### src/rtl/m6502_flag_seq.sv
// Serialises one N/V/D/Z/C flag-write request into single-line edge pulses for the ALU.
// Each pulse is HOLD_CYCLES high followed by GAP_CYCLES with every line low, in order C, Z, D, V, N.
module m6502_flag_seq #(
    parameter int unsigned HOLD_CYCLES = 1,
    parameter int unsigned GAP_CYCLES  = 1
) (
    input  logic       clk,
    input  logic       reset,
    input  logic       req_valid,
    output logic       req_ready,
    input  logic [4:0] req_mask,
    input  logic [4:0] req_value,
    output logic       flag_c_set,
    output logic       flag_c_reset,
    output logic       flag_z_set,
    output logic       flag_z_reset,
    output logic       flag_d_set,
    output logic       flag_d_reset,
    output logic       flag_v_set,
    output logic       flag_v_reset,
    output logic       flag_n_set,
    output logic       flag_n_reset,
    output logic       busy,
    output logic       done,
    output logic [4:0] pending
);

    typedef enum logic [1:0] {
        StIdle  = 2'd0,
        StPulse = 2'd1,
        StGap   = 2'd2,
        StDone  = 2'd3
    } state_e;

    localparam logic [3:0] HoldLoad = 4'(HOLD_CYCLES - 1);
    localparam logic [3:0] GapLoad  = 4'(GAP_CYCLES - 1);

    state_e      state_q, state_d;
    logic [3:0]  cnt_q, cnt_d;
    logic [4:0]  pending_q, pending_d;
    logic [4:0]  value_q, value_d;
    logic [9:0]  lines_q, lines_d;
    logic        busy_q, busy_d;
    logic        done_q, done_d;

    logic [4:0]  cur_onehot;
    logic [4:0]  next_onehot;
    logic [4:0]  pending_cleared;

    // Lowest set bit of pending selects the flag currently being pulsed.
    assign cur_onehot      = pending_q & (~pending_q + 5'd1);
    assign pending_cleared = pending_q & ~cur_onehot;
    assign next_onehot     = pending_d & (~pending_d + 5'd1);

    always_comb begin
        state_d   = state_q;
        cnt_d     = cnt_q;
        pending_d = pending_q;
        value_d   = value_q;

        unique case (state_q)
            StIdle: begin
                if (req_valid) begin
                    pending_d = req_mask;
                    value_d   = req_value;
                    if (req_mask == 5'b00000) begin
                        state_d = StDone;
                    end else begin
                        state_d = StPulse;
                        cnt_d   = HoldLoad;
                    end
                end
            end
            StPulse: begin
                if (cnt_q == 4'd0) begin
                    state_d = StGap;
                    cnt_d   = GapLoad;
                end else begin
                    cnt_d = cnt_q - 4'd1;
                end
            end
            StGap: begin
                if (cnt_q == 4'd0) begin
                    pending_d = pending_cleared;
                    if (pending_cleared != 5'b00000) begin
                        state_d = StPulse;
                        cnt_d   = HoldLoad;
                    end else begin
                        state_d = StDone;
                    end
                end else begin
                    cnt_d = cnt_q - 4'd1;
                end
            end
            StDone: begin
                state_d = StIdle;
            end
            default: begin
                state_d = StIdle;
            end
        endcase
    end

    // Outputs are registered from the next state so they line up with the state they describe.
    always_comb begin
        lines_d = 10'b0;
        busy_d  = (state_d != StIdle);
        done_d  = (state_d == StDone);
        if (state_d == StPulse) begin
            for (int i = 0; i < 5; i++) begin
                lines_d[2*i+1] = next_onehot[i] & value_d[i];
                lines_d[2*i]   = next_onehot[i] & ~value_d[i];
            end
        end
    end

    always_ff @(posedge clk or posedge reset) begin
        if (reset) begin
            state_q   <= StIdle;
            cnt_q     <= 4'd0;
            pending_q <= 5'b00000;
            value_q   <= 5'b00000;
            lines_q   <= 10'b0;
            busy_q    <= 1'b0;
            done_q    <= 1'b0;
        end else begin
            state_q   <= state_d;
            cnt_q     <= cnt_d;
            pending_q <= pending_d;
            value_q   <= value_d;
            lines_q   <= lines_d;
            busy_q    <= busy_d;
            done_q    <= done_d;
        end
    end

    assign req_ready    = (state_q == StIdle);
    assign busy         = busy_q;
    assign done         = done_q;
    assign pending      = pending_q;

    assign flag_c_reset = lines_q[0];
    assign flag_c_set   = lines_q[1];
    assign flag_z_reset = lines_q[2];
    assign flag_z_set   = lines_q[3];
    assign flag_d_reset = lines_q[4];
    assign flag_d_set   = lines_q[5];
    assign flag_v_reset = lines_q[6];
    assign flag_v_set   = lines_q[7];
    assign flag_n_reset = lines_q[8];
    assign flag_n_set   = lines_q[9];

endmodule
### config.mk
export PLATFORM = sky130hd
export DESIGN_NAME = m6502_flag_seq
export DESIGN_NICKNAME = d
export VERILOG_FILES = /design/src/rtl/m6502_flag_seq.sv
export SDC_FILE = /design/constraint.sdc
export NUM_CORES = 1
export LEC_CHECK = 0
export ABC_AREA = 1
export CAP_MARGIN = 10
export CORE_MARGIN = 3
export CORE_UTILIZATION = 32
export CTS_CLUSTER_DIAMETER = 120
export CTS_CLUSTER_SIZE = 10
export DETAILED_ROUTE_END_ITERATION = 8
export GPL_TIMING_DRIVEN = 0
export PLACE_DENSITY = 0.61
export SETUP_SLACK_MARGIN = 0.02
export SYNTH_ARGS = -nofsm -noshare
export SYNTH_HDL_FRONTEND = slang
export SYNTH_SLANG_ARGS = --single-unit
### constraint.sdc
create_clock -name clk -period 4.6 [get_ports clk]
set_input_delay 0.69 -clock clk [delete_from_list [all_inputs] [get_ports clk]]
set_output_delay 0.69 -clock clk [all_outputs]
set_load 0.02 [all_outputs]
==> impl_metrics.py <==
metrics = {
    "status": {
        "outcome": "finished, final reports clean",
    },
    "setup_path": {
        "reg2regPathDepth": 12,
        "critical_path.cell_chain": "inv_1, ha_1, clkdlybuf4s50_1",
        "rrSetupSlack_ps": 2790,
        "cp-end-kind": "primary output",
        "endpoint": "req_ready",
        "timing.rr.start": "state_q[1]$_DFF_PP0_",
        "r2r_end": "lines_q[8]$_DFF_PP0_",
        "required_ps": 3910,
        "crit_fanout": 4,
        "crit_arrival_ps": 1640,
        "critPathTopFamily": "buffers and inverters",
        "crit_type": "flip-flop to primary output",
        "crit_slowest_cell": "clkdlybuf4s50_1",
        "startpoint_type": "flip-flop",
        "crit_cells": 3,
        "max_stage_delay_ps": 610,
        "cp.buffers_inverters": 2,
        "worstSetupStartpoint": "state_q[1]$_DFF_PP0_",
    },
    "timing": {
        "fmax_mhz": 430,
        "finClkSkew_ps": 2.89,
        "rsz0062_at_grt": "false",
        "setup_tns_ps": 0,
        "fin_crit_sh_pct": 50.6,
        "tightest_slew_ps": 614,
        "slew_headroom_pct": 59.0,
        "fin_crit_ps": 2330,
        "final_hold_viol_count": 0,
        "setup_viol": 0,
        "slew_violations": 0,
    },
    "job": {
        "max-cap-violations": 0,
    },
    "floorplan": {
        "fp.dieW_um": 73.6,
        "placementRows": 23,
        "die-area_um2": 5410,
        "core_um2": 4200,
        "fp.dieH_um": 73.6,
        "io_pins": 31,
        "start_util_pct": 34.8,
    },
    "synth": {
        "syn_area_um2": 1460,
        "syn_nets": 192,
        "synth_largest_area_cell": "dfrtp_1",
        "synth.most_common_cell": "nand2_1",
        "synth-async-reset-ratio_pct": 100,
        "synth_seq_cells": 28,
        "synthTopCellsByCount": "nand2_1, dfrtp_1, nor2_1",
        "syn_area_per_cell_um2": 8.39,
        "synthesis.instances": 174,
        "synth_top_area_share_pct": 48.0,
        "synth_warnings": 0,
        "synth-edff-count": 0,
        "ys_seq_area_share_pct": 48.0,
        "synth_area_leaders": "dfrtp_1, nand2_1, nor2_1",
        "synth_flop_cell": "dfrtp_1",
        "synthDistinctLibCells": 30,
    },
    "clock_network": {
        "numClockSinks": 28,
        "cts.path.max_buffers": 2,
        "htree_levels": 1,
        "path_clk_slew_ps": 100,
        "numCtsBuffers": 3,
        "cts_resized": 0,
        "worstSkewPairLatency_ps": 270,
        "root_buffer": "clkbuf_8",
        "postCtsSetupRepairBufs": 0,
        "cts_hold_repair.buffers": 0,
        "cts_tree": "yes",
    },
    "finish": {
        "fin_nets": 228,
        "syn_to_final_growth_pct": 30.8,
        "num_antenna_cells": 0,
        "postLayoutCellArea_um2": 1910,
        "stdcell_count": 259,
        "drive_gt1_share_pct": 14.8,
        "fillCellCount": 419,
    },
    "power": {
        "cellPowerDensity_nw_per_um2": 612,
        "irDropWorstVdd_uv": 258,
        "leakage_nw": 0.890,
    },
    "placed_design": {
        "gp_congestion": 0.761,
        "dp_cells": 254,
        "portBuffers": 30,
        "dpl-instance-area_um2": 1820,
        "hpwlAfterDp_um": 2370,
    },
    "routing": {
        "drc": 0,
        "vias_per_cell": 4.59,
        "first_iter_violations": 58,
        "finalWirelength_um": 3120,
        "first_pass_iters": 4,
        "ant_nets": 0,
        "vias": 1190,
        "wl_per_cell_um": 12.0,
    },
    "worst_hold_path": {
        "hp-class": "flip-flop to flip-flop",
    },
    "global_routing": {
        "gr-total-overflow": 0,
        "grt_start_max_net_pins": 29,
        "grtUsageTotal_pct": 12.4,
        "grt_pass1_vias": 1162,
        "antenna_found_initial": 0,
        "grt_pass1_wl_um": 5240,
    },
}
==> tightest hold or removal path, stage by stage (launching register included) <==
cell	delay, ps
dfrtp_1	380
nand2_1	50
o21ai_0	70
==> layer usage <==
metal	vias up	GRT usage, %	wire [um]
met5	-	0	0
met4	0	3.22	28
met3	4	2.19	117
li1	619	-	-
met1	544	17.4	1500
met2	23	19.9	1470
==> cells by family (layout without fill, tap and decap cells) <==
| family | count (synthesis) | count (layout) | synth area share [%] |
|---|---|---|---|
| simple gates | 94 | 94 | 31.9 |
| flops | 28 | 28 | 48.0 |
| buf+inv | 27 | 62 | 7.97 |
| xor+xnor | 2 | 2 | 1.20 |
| fa+ha+maj | 5 | 5 | 4.28 |
| compound gates | 18 | 18 | 6.68 |
==> placed cells by master (no fill, tap or decap), types with 2 or more instances in the layout <==
cell,Yosys,layout
nand3_1,9,9
o21ai_0,10,10
nand4_1,4,4
clkbuf_8,0,3
ha_1,5,5
dfrtp_1,28,28
nor2_1,20,20
nor3_1,3,3
inv_1,19,19
inv_2,4,4
or2_2,3,3
nor3_2,4,4
or2_1,2,2
nand2_2,2,2
clkdlybuf4s50_1,0,30
a21oi_1,3,3
nor2_2,4,4
nand2_1,39,39
o21ai_1,2,2
==> where the power goes <==
part	internal [mW]	switching, mW
logic	0.235	0.387
clock network	0.116	0.0772
registers	0.314	0.0384
total	0.666	0.502
==> per-stage QoR <==
step	setup slack (ps)	hold WS [ps]	total power [mW]	util, %
detailed placement	2350	519	0.980	43.4
global route	2190	584	1.27	45.4
floorplan	2910	475	0.790	-
finish	2270	533	1.17	45.4
global placement	2360	507	0.973	43.4
CTS	2260	543	1.18	45.1
==> flip-flops by register name (all words and copies together), names as in the netlist <==
signal and count:
busy 1, cnt_q 4, done 1, lines_q 10
pending 5, state_q 2, value_q 5
==> worst min path at each step <==
| stage | start | endpoint | slack (ps) | cells past startpoint |
|---|---|---|---|---|
| 4_1_cts | cnt_q[1]$_DFFE_PP0P_ | cnt_q[1]$_DFFE_PP0P_ | 540 | 2 |
| 2_1_floorplan | cnt_q[0]$_DFFE_PP0P_ | cnt_q[0]$_DFFE_PP0P_ | 480 | 2 |
| 5_1_grt | cnt_q[0]$_DFFE_PP0P_ | cnt_q[0]$_DFFE_PP0P_ | 580 | 2 |
| 3_3_place_gp | cnt_q[1]$_DFFE_PP0P_ | cnt_q[1]$_DFFE_PP0P_ | 510 | 2 |
| 3_5_place_dp | cnt_q[1]$_DFFE_PP0P_ | cnt_q[1]$_DFFE_PP0P_ | 520 | 2 |
| 6_report | cnt_q[1]$_DFFE_PP0P_ | cnt_q[1]$_DFFE_PP0P_ | 530 | 2 |
==> area by class of cell <==
| type | count | area (um2) | share of cell area, % |
|---|---|---|---|
| Sequential cell | 28 | 701 | 36.7 |
| Buffer | 2 | 18.8 | 0.983 |
| Clock inverter | 1 | 30.0 | 1.57 |
| Inverter | 25 | 97.6 | 5.11 |
| Tap cell | 50 | 62.6 | 3.28 |
| Multi-Input combinational cell | 119 | 643 | 33.7 |
| Timing Repair Buffer | 31 | 315 | 16.5 |
| Clock buffer | 3 | 41.3 | 2.16 |
No activity file was read; power rests on OpenSTA's default activity.
